$ cat src/rtl/pc_fetch_ctrl.sv
// pc_fetch_ctrl: program-counter and instruction-fetch request controller.
//
// Holds the architectural PC, presents it to an external 32-bit adder
// (add_a = pc, add_b = STEP, add_ctr = 1) and takes add_sum back as the
// sequential next PC. Issues one fetch request per PC over valid/ready,
// and handles redirects, halt and accepted-fetch counting.
//
// Ports:
//   clk, rst_n            clock, synchronous active-low reset
//   add_a/add_b/add_ctr   adder operands and control (out)
//   add_sum               adder result pc + STEP (in, same cycle)
//   req_valid/req_addr    fetch request (out), req_ready accept (in)
//   redir_valid/target    branch/jump redirect pulse and target (in)
//   halt                  level, stops fetching while high (in)
//   pc                    current PC (out)
//   fetch_cnt             accepted fetch count, wraps (out)
//   misalign_err          sticky misaligned-redirect flag (out)
//
// Optional feature: define PC_MISALIGN_TRAP_EN to trap on a misaligned
// redirect target; otherwise low bits are masked silently and
// misalign_err is tied 0.
module pc_fetch_ctrl #(
  parameter logic [31:0] RESET_PC = 32'h0000_0000,
  parameter logic [31:0] STEP     = 32'd4
) (
  input  logic        clk,
  input  logic        rst_n,
  output logic [31:0] add_a,
  output logic [31:0] add_b,
  output logic        add_ctr,
  input  logic [31:0] add_sum,
  output logic        req_valid,
  output logic [31:0] req_addr,
  input  logic        req_ready,
  input  logic        redir_valid,
  input  logic [31:0] redir_target,
  input  logic        halt,
  output logic [31:0] pc,
  output logic [31:0] fetch_cnt,
  output logic        misalign_err
);

  localparam int unsigned W = 32;

  typedef enum logic [1:0] {
    BOOT = 2'd0,
    RUN  = 2'd1,
    HOLD = 2'd2,
    TRAP = 2'd3
  } state_t;

  state_t         state, state_nxt;
  logic [W-1:0]   pc_nxt;
  logic [W-1:0]   cnt_nxt;
  logic           err_q, err_nxt;
  logic           hs;
  logic [W-1:0]   tgt_masked;

  // Adder and fetch address are views of the registered PC.
  assign add_a        = pc;
  assign add_b        = STEP;
  assign add_ctr      = 1'b1;
  assign req_addr     = pc;
  assign misalign_err = err_q;

  assign hs         = req_valid & req_ready;
  assign tgt_masked = redir_target & ~W'(32'h3);

  // Next-state, next-PC and counter logic.
  always_comb begin
    state_nxt = state;
    pc_nxt    = pc;
    cnt_nxt   = fetch_cnt;
    err_nxt   = err_q;

    case (state)
      BOOT: state_nxt = halt ? HOLD : RUN;
      RUN: begin
        if (hs)   pc_nxt    = add_sum;
        if (halt) state_nxt = HOLD;
      end
      HOLD: if (!halt) state_nxt = RUN;
      TRAP: state_nxt = TRAP;
      default: state_nxt = BOOT;
    endcase

    if (hs) cnt_nxt = fetch_cnt + W'(1);

    // Redirect wins over the handshake's add_sum; state is kept except on trap.
    if (redir_valid && (state != TRAP)) begin
      pc_nxt = tgt_masked;
`ifdef PC_MISALIGN_TRAP_EN
      if (redir_target[1:0] != 2'b00) begin
        err_nxt   = 1'b1;
        state_nxt = TRAP;
      end
`endif
    end
  end

  // State and datapath registers; req_valid tracks the RUN state.
  always_ff @(posedge clk) begin
    if (!rst_n) begin
      state     <= BOOT;
      pc        <= RESET_PC;
      fetch_cnt <= '0;
      req_valid <= 1'b0;
    end else begin
      state     <= state_nxt;
      pc        <= pc_nxt;
      fetch_cnt <= cnt_nxt;
      req_valid <= (state_nxt == RUN);
    end
  end

`ifdef PC_MISALIGN_TRAP_EN
  // Sticky error flag, cleared only by reset.
  always_ff @(posedge clk) begin
    if (!rst_n) err_q <= 1'b0;
    else        err_q <= err_nxt;
  end
`else
  assign err_q = 1'b0;
`endif

endmodule
$ cat config.mk
export PLATFORM = sky130hd
export DESIGN_NAME = pc_fetch_ctrl
export DESIGN_NICKNAME = d
export VERILOG_FILES = /design/src/rtl/pc_fetch_ctrl.sv
export SDC_FILE = /design/constraint.sdc
export NUM_CORES = 1
export LEC_CHECK = 0
export ABC_CLOCK_PERIOD_IN_PS = 2500
export CAP_MARGIN = 15
export CORE_UTILIZATION = 38
export CTS_BUF_LIST = sky130_fd_sc_hd__clkbuf_8
export CTS_CLUSTER_DIAMETER = 100
export CTS_CLUSTER_SIZE = 20
export DETAILED_ROUTE_END_ITERATION = 7
export PLACE_DENSITY = 0.82
export SLEW_MARGIN = 20
export SYNTH_ARGS = -nofsm -noshare
export SYNTH_HDL_FRONTEND = slang
export SYNTH_SLANG_ARGS = --single-unit
$ cat constraint.sdc
create_clock -name clk -period 2.5 [get_ports clk]
set_input_delay 0.75 -clock clk [delete_from_list [all_inputs] [get_ports clk]]
set_output_delay 0.75 -clock clk [all_outputs]
set_load 0.05 [all_outputs]
Yosys cells after proc, flatten, opt, wreduce, memory -nomap -nowiden
Index checks and enable logic that the tools add are counted.
{ "word_totals": {"register_bits": 67, "input_bits": 69, "word_cells": 27, "output_inout_bits": 163} }
{ "op_classes": {"n_addsub": 1, "n_bitwise": 2, "reduce_logical": 7, "mux": 7, "eq_ne": 5} }
{ "ops": {"columns": ["cell", "count"], "rows": [
  ["32-bit 2-to-1 mux", 3],
  ["32-bit by 1-bit adder with 32-bit output (second input constant)", 1],
  ["2-bit case mux with 4 select lines", 1],
  ["2-bit 2-to-1 mux", 3],
  ["2-bit by 1-bit == test with 1-bit output (second input constant)", 2],
  ["2-bit == test (second input constant)", 2],
  ["2-bit AND reduction", 2],
  ["2-bit nonzero test", 2],
  ["2-bit logical NOT", 1],
  ["2-bit != test (second input constant)", 1],
  ["2-bit OR reduction", 1],
  ["1-bit AND", 1],
  ["1-bit logical AND", 1],
  ["1-bit inverter", 1]
]} }

Logic depth before layout (Yosys ltp)
{ "logic_depth": {"depth_word": 4, "depth_mapped": 6, "depth_no_buf": 5} }

Worst setup path before layout
OpenSTA, ideal clock, no wires.
{ "synth_timing": {"kind": "reg-to-reg", "startpoint": "reg fetch_cnt[5]", "endpoint": "reg fetch_cnt[26]", "arrival_ns": 2.264, "period_less_slack_ns": 2.334, "setup_slack_ns": 0.166, "setup_time_ns": 0.070, "required_time_ns": 2.430, "path_stages_with_launch": 6, "n_path_buf": 1, "path_cell_list": "dfxtp_1 > nand4_4 > or4_4 > buf_6 > or4_1 > a21oi_1"} }
{ "synth_between": {"elab_chain_cells": 1} }
{ "synth_lines": {"columns": ["element", "line_no", "source"], "rows": [
  ["from (decl)", "39", "output logic [31:0] fetch_cnt,"],
  ["from (signal assigned)", "111", "fetch_cnt <= cnt_nxt;"],
  ["32-bit by 1-bit adder with 32-bit output", "87", "if (hs) cnt_nxt = fetch_cnt + W'(1);"]
]} }
No other way between the ends.
A chain may end at the register's enable or synchronous reset.

Worst setup path after layout
{ "layout_timing": {"startpoint": "reg fetch_cnt[12]", "endpoint": "out fetch_cnt[12]"} }
No word-level cell between the ends.

==> results.md <==
* Status: completed
* Total track usage at 18.9%
* Routed Antenna Nets at 0
* Hold Path Class: reg2reg
* Origin of the critical flop-to-flop path: fetch_cnt[4]
* Clk pwr share at 27.7%
* Share of layout cells above drive strength 1 at 6.14%
* Worst Hold Launch: fetch_cnt[31]
* CTS tree: built
* Die area at 10200 um2
* Crit-path max cell delay at 0.86 ns
* Max cap viols at 0
* Post-CTS setup buffers at 0
* Relative slew slack at 62.3%
* Worst Clk Skew at 0.0103 ns
* Most frequent cells in the layout: clkdlybuf4s50_1, dfxtp_1, nor2_1
* RSZ-0062 raised after global routing: false
* Number of synthesized flops with an enable pin at 0
* Worst Hold Slack at 0.490 ns
* Slew @ Worst Pin at 0.563 ns
* IO Port Bufs at 195
* Final Hold Vio Count at 0
* Synth Cell Area at 3730 um2
* Slew Limit Fails at 0
* Internal at 1.80 mW
* DR DRC count at 0
* CTS-repair resized insts at 0
* Synth-to-layout area growth at 46.2%
* Nets@finish at 635
* Via Count at 3420
* Non-filler cells in the finished layout at 699
* Worst r2r dst: fetch_cnt[25]
* Reg clk slew, reported paths at 0.07 ns
* Drt via density at 4.89
* Startpoint Class: flop
* Detailed Route WL at 9980 um
* Period utilization at 96.8%
* CP Buf/Inv Count at 1
* Clk buf depth at 2
* Pwr per Cell Area at 538 nW/um2
* Root buffer cell: clkbuf_8
* Fill cells at 844
* CP Class: reg2out
* DPL Wire Length at 7550 um
* Hold Path Depth at 2
* Setup crit end kind: primary output
* Top delay family on crit path: buffers and inverters
* Core Rows at 35
* Slowest library cell on the worst path: clkdlybuf4s50_1
* Wire length per cell at 14.3 um
* Cts bufs inserted at 9
* Final Util at 58.2%
* Worst hold endpoint: fetch_cnt[31]
* #FFs+latches synth at 67
* Initial detailed-routing violation count at 68
* Ant diodes at 0
* I/O pin total at 232
* Syn Area/Cell at 8.64 um2
* Comb pwr share at 32.9%
* Clock Latency Late Sink at 0.33 ns
* Die H at 101 um
* First-pass GRT wire length at 15300 um
* CP Max Fanout at 7
* Part of the power in registers at 39.4%
* Clk sinks at 67
* Final setup viols at 0
* FMAX at 0.413 GHz
* Synth warnings at 0
* Worst-path cell chain: clkdlybuf4s50_1
* Sequential area share after synthesis at 35.9%
* Starting density of the core at 39.8%
* Number of global-route vias before repair at 3199
* CTS Hold Buffers Added at 0
* Die Width at 101 um
* Switching Share at 38.8%
* Worst IR Drop VDD at 0.316 mV
* CP required at 1.75 ns
* H-tree levels at 3
* Largest net degree at the start of global routing at 62
* Gr ovfl total at 0
* Initial antenna violation count at 0
* Yosys cell types at 32
* Placed cells at 683
* Switch Pwr at 1.14 mW
* Core area at 9370 um2
* LEAKAGE at 2.10 nW
* Final RePlAce weighted congestion at 0.829
* Mapped Cells at 432
* Initial DRT Pass Iterations at 4
* Top FF cell, synth: dfxtp_1
* Tmin final at 2.42 ns
* Post-synth ARST share at 0%
* Setup slack, reg-to-reg at 0.38 ns
* Commonest non-fill, non-tap cell in the layout: clkdlybuf4s50_1
* Arrival @ worst endpoint at 1.67 ns
* Reg2Reg Depth at 5
[metrics by stage]
step,total power [mW],area [um2],setup TNS (ns),worst slack [ns]
2_1_floorplan,1.93,3850,0,0.166
3_3_place_gp,2.14,5280,-2.27,-0.215
3_5_place_dp,2.15,5280,-3.34,-0.243
4_1_cts,2.97,5460,0,0.0664
5_1_grt,3.06,5460,0,0.00491
6_report,2.94,5460,0,0.0790
[synthesized netlist by cell type, types with 4 or more instances]
master,instances,area share [%]
inv_1,7,0.70
nor3_1,4,0.54
a211oi_1,30,6.0
or3_1,6,1.0
nand2_1,16,1.6
nand3_1,10,1.3
clkbuf_1,17,1.7
a21oi_1,22,3.0
mux2i_1,33,8.9
nand4_1,8,1.3
dfxtp_1,67,36
o31ai_1,13,2.6
o21ai_0,6,0.80
nor2_1,45,4.5
buf_4,98,20
xnor2_1,8,1.9
or4_1,19,3.8
[cells by family (layout without fill, tap and decap cells)]
| group | after synthesis | in the layout | synth area share, % |
|---|---|---|---|
| flip-flops | 67 | 67 | 35.9 |
| multiplexers | 33 | 33 | 8.85 |
| adder cells (fa/ha/maj) | 1 | 1 | 0.335 |
| other | 2 | 34 | 0.201 |
| AND/OR/NAND/NOR | 119 | 119 | 16.7 |
| XOR/XNOR | 11 | 11 | 2.58 |
| buffers and inverters | 128 | 234 | 23.0 |
| AO/OA/AOI/OAI | 71 | 71 | 12.4 |
[routing by layer]
| metal | global-route usage [%] | up-vias | share of wire, % |
|---|---|---|---|
| li1 | - | 1660 | - |
| met1 | 22.1 | 1608 | 40 |
| met2 | 34.8 | 144 | 53 |
| met3 | 4.09 | 8 | 6.4 |
| met4 | 4.68 | 0 | 0.72 |
| met5 | 0 | - | 0 |
[area by class of cell]
cell class | count | area (um2) | share of cell area, %
clock buffers | 9 | 124 | 2.27
clock inverters | 7 | 53.8 | 0.986
well taps | 129 | 161 | 2.96
repair buffers | 210 | 2090 | 38.3
multi-input cells | 269 | 1660 | 30.3
inverters | 8 | 30.0 | 0.550
flip-flops and latches | 67 | 1340 | 24.6
[power by group through the flow]
stage	combinational, mW	sequential (mW)	clock, mW
floorplan	0.619	1.31	0
global placement	0.962	1.18	0
detailed placement	0.968	1.18	0
CTS	0.971	1.16	0.839
global route	1.00	1.16	0.898
finish	0.966	1.16	0.814
[worst max-delay path by stage]
| stage | slack [ns] | startpoint | end | cells after the start |
|---|---|---|---|---|
| after CTS | 0.07 | fetch_cnt[4] | fetch_cnt[4] | 1 |
| after detailed placement | -0.24 | req_ready | fetch_cnt[25] | 6 |
| final | 0.08 | fetch_cnt[12] | fetch_cnt[12] | 1 |
| after floorplan | 0.17 | fetch_cnt[5] | fetch_cnt[26] | 5 |
| after global routing | 0.005 | fetch_cnt[12] | fetch_cnt[12] | 1 |
| after global placement | -0.21 | req_ready | fetch_cnt[25] | 6 |
[registers in the layout, indices dropped and copies added, names as in the netlist]
register,flops
state,2
req_valid,1
add_a,32
fetch_cnt,32
No activity file was read; power rests on OpenSTA's default activity.
==> variant 1 (config.mk and constraints unchanged) <==
Build with the macro `PC_MISALIGN_TRAP_EN` defined.
--- a/src/rtl/pc_fetch_ctrl.sv
+++ b/src/rtl/pc_fetch_ctrl.sv
@@ -19,6 +19,8 @@
 // Optional feature: define PC_MISALIGN_TRAP_EN to trap on a misaligned
 // redirect target; otherwise low bits are masked silently and
 // misalign_err is tied 0.
+`define PC_MISALIGN_TRAP_EN
+
 module pc_fetch_ctrl #(
   parameter logic [31:0] RESET_PC = 32'h0000_0000,
   parameter logic [31:0] STEP     = 32'd4
Behaviour: not the same (a bounded check fails within 4 cycles, from zero or initial values and one cycle with rst_n low).
==> variant 1 against the original RTL <==
- design area fell by 0.25%
- largest cell class unchanged
- sequential cell count grew 1
- via count is 1.6% higher
- worst setup slack improved by 0.0065 ns
- routed wire length is 5.1% higher
- highest routed layer unchanged
- critical endpoint is now fetch_cnt[16]
- worst hold slack got worse by 0.0060 ns
- first-iteration DRC count increased to 2.7 times the old value
- utilization increased by 0.96 points
- area after synthesis is 3.4% lower
- total power up 13%
==> variant 1: results <==
[place]
place_inst = 671
place_hpwl_um = 7876
portBuffers = 198
gp_congestion = 0.8414

[grt]
first_global_vias = 3258
grt.total_usage = 0.2107
use_met1 = 0.2608
grt.met3_usage = 0.04989
grt_pass1_wl_um = 16280
grtUsageMet2 = 0.3590
grt_start_max_net_pins = 31

[sta]
min_period_over_period = 0.9658
clock_skew_ns = 0.008056
final_hold_viol_count = 0
slew_violations = 0
worst_slew_pin_slew_ns = 0.5265

[pwr]
p_leak_nw = 2.004
vdd_drop_max_mv = 0.3317

[finish]
layout-drive-gt1-share = 0.06250
stdcell_count = 687
fillers = 807
antenna_cells = 0
finalNetCount = 641

[route]
dr_wl_met2_um = 5333
drt_wl_total_um = 10490
m1WireLength_um = 4385
avgViaCountPerCell = 5.058
drtIter0Drc = 182
wl_met3_um = 605

[cts]
h-tree-depth = 3
cts-root-buf = clkbuf_8
cts_max_path_buffers = 2
clock_latency_ns = 0.34
cts.clk_slew.worst_paths_ns = 0.07

[synth]
yosys-top-cells-count = buf_4, nor2_1, dfxtp_1, o221ai_1, a21oi_1
ys_seq_area_frac = 0.3776
synth.avg_cell_area_um2 = 8.325
synthDistinctLibCells = 35
synth_area_leaders = dfxtp_1, buf_4, nor2_1, o221ai_1, or4_1

[setup_path]
max_stage_delay_ns = 0.86
cp.arrival_ns = 1.66

[run_status]
outcome = finished, final reports clean
variant 1: cell types whose count changed after synthesis, moves of 6 or more:
cell	unedited run	this run
nor2_1	45	78
mux2i_1	33	2
o221ai_1	0	28
xnor2_1	8	2
inv_1	7	1
a211oi_1	30	0
xor2_1	3	9
variant 1: stage by stage:
step                      setup slack [ns]  setup TNS (ns)  cell area (µm²)
after floorplan                     0.2001               0             3721
after global placement             -0.1232         -0.5526             5184
after detailed placement           -0.2064          -1.717             5184
after CTS                          0.07050               0             5441
after global routing               0.01430               0             5441
final                              0.08544               0             5441
variant 1: area by class of cell:
type | instances | share of cell area
clock buffer | 11 | 0.02782
tap | 111 | 0.02552
multi-input combinational | 276 | 0.2824
clock inverter | 5 | 0.01954
timing repair buffer | 214 | 0.3932
inverter | 2 | 0.001380
sequential | 68 | 0.2502
variant 1: cells by family after synthesis:
kind of cell	count (synthesis)	share of synthesized area
simple gates	155	0.2093
buf+inv	120	0.2284
compound gates	74	0.1468
flops	68	0.3776
xor+xnor	11	0.02673
other cells	2	0.002083
mux	2	0.005554
fa+ha+maj	1	0.003470
variant 1: worst paths after layout:
check | startpoint | end | slack (ns) | cells after the start
hold / removal | misalign_err$_SDFFE_PN0P_ | misalign_err$_SDFFE_PN0P_ | 0.48 | 2
hold reg to reg | misalign_err$_SDFFE_PN0P_ | misalign_err$_SDFFE_PN0P_ | 0.48 | 2
setup reg to reg | fetch_cnt[2]$_SDFFE_PN0N_ | fetch_cnt[28]$_SDFFE_PN0N_ | 0.34 | 5
setup / recovery | fetch_cnt[16]$_SDFFE_PN0N_ | fetch_cnt[16] | 0.09 | 1
variant 1: power by group:
part	leakage (nW)	switching, W	internal [W]
registers	0.556	0.0000501	0.00113
logic	1.32	0.000671	0.000334
clock network	0.126	0.000422	0.000721
total	2.00	0.00114	0.00218
==> variant 2 (same flow settings) <==
Made on the original files. Encoding of `state_t`: now one-hot (4 bits for 4 states).
--- a/src/rtl/pc_fetch_ctrl.sv
+++ b/src/rtl/pc_fetch_ctrl.sv
@@ -42,11 +42,11 @@
 
   localparam int unsigned W = 32;
 
-  typedef enum logic [1:0] {
-    BOOT = 2'd0,
-    RUN  = 2'd1,
-    HOLD = 2'd2,
-    TRAP = 2'd3
+  typedef enum logic [3:0] {
+    BOOT = 4'b0001,
+    RUN  = 4'b0010,
+    HOLD = 4'b0100,
+    TRAP = 4'b1000
   } state_t;
 
   state_t         state, state_nxt;
Formal check against the unedited RTL: same outputs for any inputs over 10 cycles, from zero or initial values and one cycle with rst_n low; not proved beyond that.
==> variant 2 against the original RTL <==
- design area rose by 3.0%
- synthesized cell count up 1.9%
- clock power up 10%
- combinational power decreased by 4.9%
- worst setup slack better by 0.037 ns
- sequential cell count rose by 2
- area after synthesis rose by 4.1%
- routed wire length decreased by 0.32%
- first-iteration DRC count grew 16%
- total power rose by 2.7%
- highest routed layer unchanged
==> variant 2: results <==
[run_status]
outcome = finished, final reports clean

[finish]
stdcell_count = 708
finalNetCount = 640
layout-drive-gt1-share = 0.06261

[synth]
ys_warn_count = 0
async_flop_share = 0
ys_seq_area_frac = 0.3556
synthDistinctLibCells = 37
synth_cells = 440
synth_compound_area_frac = 0.1346
synthAdderAreaFrac = 0.003221
synth-xor-area-share = 0.03156
synthMuxAreaShare = 0.08245
ys.flop_type = dfxtp_1
synth_area_leaders = dfxtp_1, buf_4, mux2i_1, a211oi_1, nor2_1
yosys-top-cells-count = buf_4, dfxtp_1, nor2_1, mux2i_1, a211oi_1

[min_path]
min_to = fetch_cnt[31]$_SDFFE_PN0N_
min-delay-path-class = flip-flop to flip-flop

[setup_path]
max_stage_delay_ns = 0.85
reg2reg_slack_ns = 0.44
cp.arrival_ns = 1.63
crit_end = fetch_cnt[2]
critPathSlowestCell = clkdlybuf4s50_1
reg2reg_depth = 4
r2r_end = fetch_cnt[22]$_SDFFE_PN0N_
cp-startpoint = fetch_cnt[2]$_SDFFE_PN0N_
cp_max_fo = 6

[cts]
cts-root-buf = clkbuf_8
cts_max_path_buffers = 2
cts_buffers = 9
ctsResizeCount = 0
cts_setup_buffers = 0
h-tree-depth = 3

[route]
drt_wl_total_um = 9948
drtPass1Iterations = 4
drtIter0Drc = 79
dr_total_vias = 3429

[grt]
grt_start_max_net_pins = 41
first_global_vias = 3187
overflow = 0
antenna_found_initial = 0
grt.total_usage = 0.1844
grt_pass1_wl_um = 15060

[sta]
timing.hold.ws_ns = 0.4902
clock_skew_ns = 0.01038
worst_slew_pin_slew_ns = 0.5726
final_hold_viol_count = 0

[place]
gp_congestion = 0.7769
place_hpwl_um = 7524
place_inst = 691
portBuffers = 195
place_area_um2 = 5414

[pwr]
p_leak_nw = 2.282
vdd_drop_max_mv = 0.2693
-- variant 2: stage by stage --
stage          TNS [ns]  setup slack (ns)
6_report              0            0.1159
5_1_grt               0           0.04721
4_1_cts               0            0.1005
3_5_place_dp   -0.03840          -0.01757
3_3_place_gp          0           0.01947
2_1_floorplan         0            0.5197
-- variant 2: kinds of logic (layout without fill, tap and decap cells) --
family	count (synthesis)	count (layout)
adder cells (fa/ha/maj)	1	1
flip-flops	69	69
AO/OA/AOI/OAI	75	75
XOR/XNOR	14	14
buffers and inverters	129	232
AND/OR/NAND/NOR	118	118
multiplexers	32	32
other	2	34
-- variant 2: layer usage --
metal | track usage | vias up | wire length [µm]
li1 | - | 1671 | -
met1 | 0.2034 | 1594 | 3983
met2 | 0.3354 | 140 | 5094
met3 | 0.04407 | 24 | 616
met4 | 0.08126 | 0 | 253
met5 | 0 | - | 0
-- variant 2: power by group --
group          switching, W  internal [W]  total, W
logic              0.000607      0.000312  0.000919
registers         0.0000594       0.00114   0.00120
clock network      0.000418      0.000478  0.000896
total               0.00108       0.00193   0.00302
-- variant 2: area by class of cell --
cell class / count / area (µm²)
Sequential cell: 69 / 1381
Timing Repair Buffer: 209 / 2096
Clock inverter: 6 / 55.05
Multi-Input combinational cell: 274 / 1755
Tap cell: 133 / 166.4
Clock buffer: 10 / 137.6
Inverter: 7 / 26.28
Fill cell: 902 / 4202
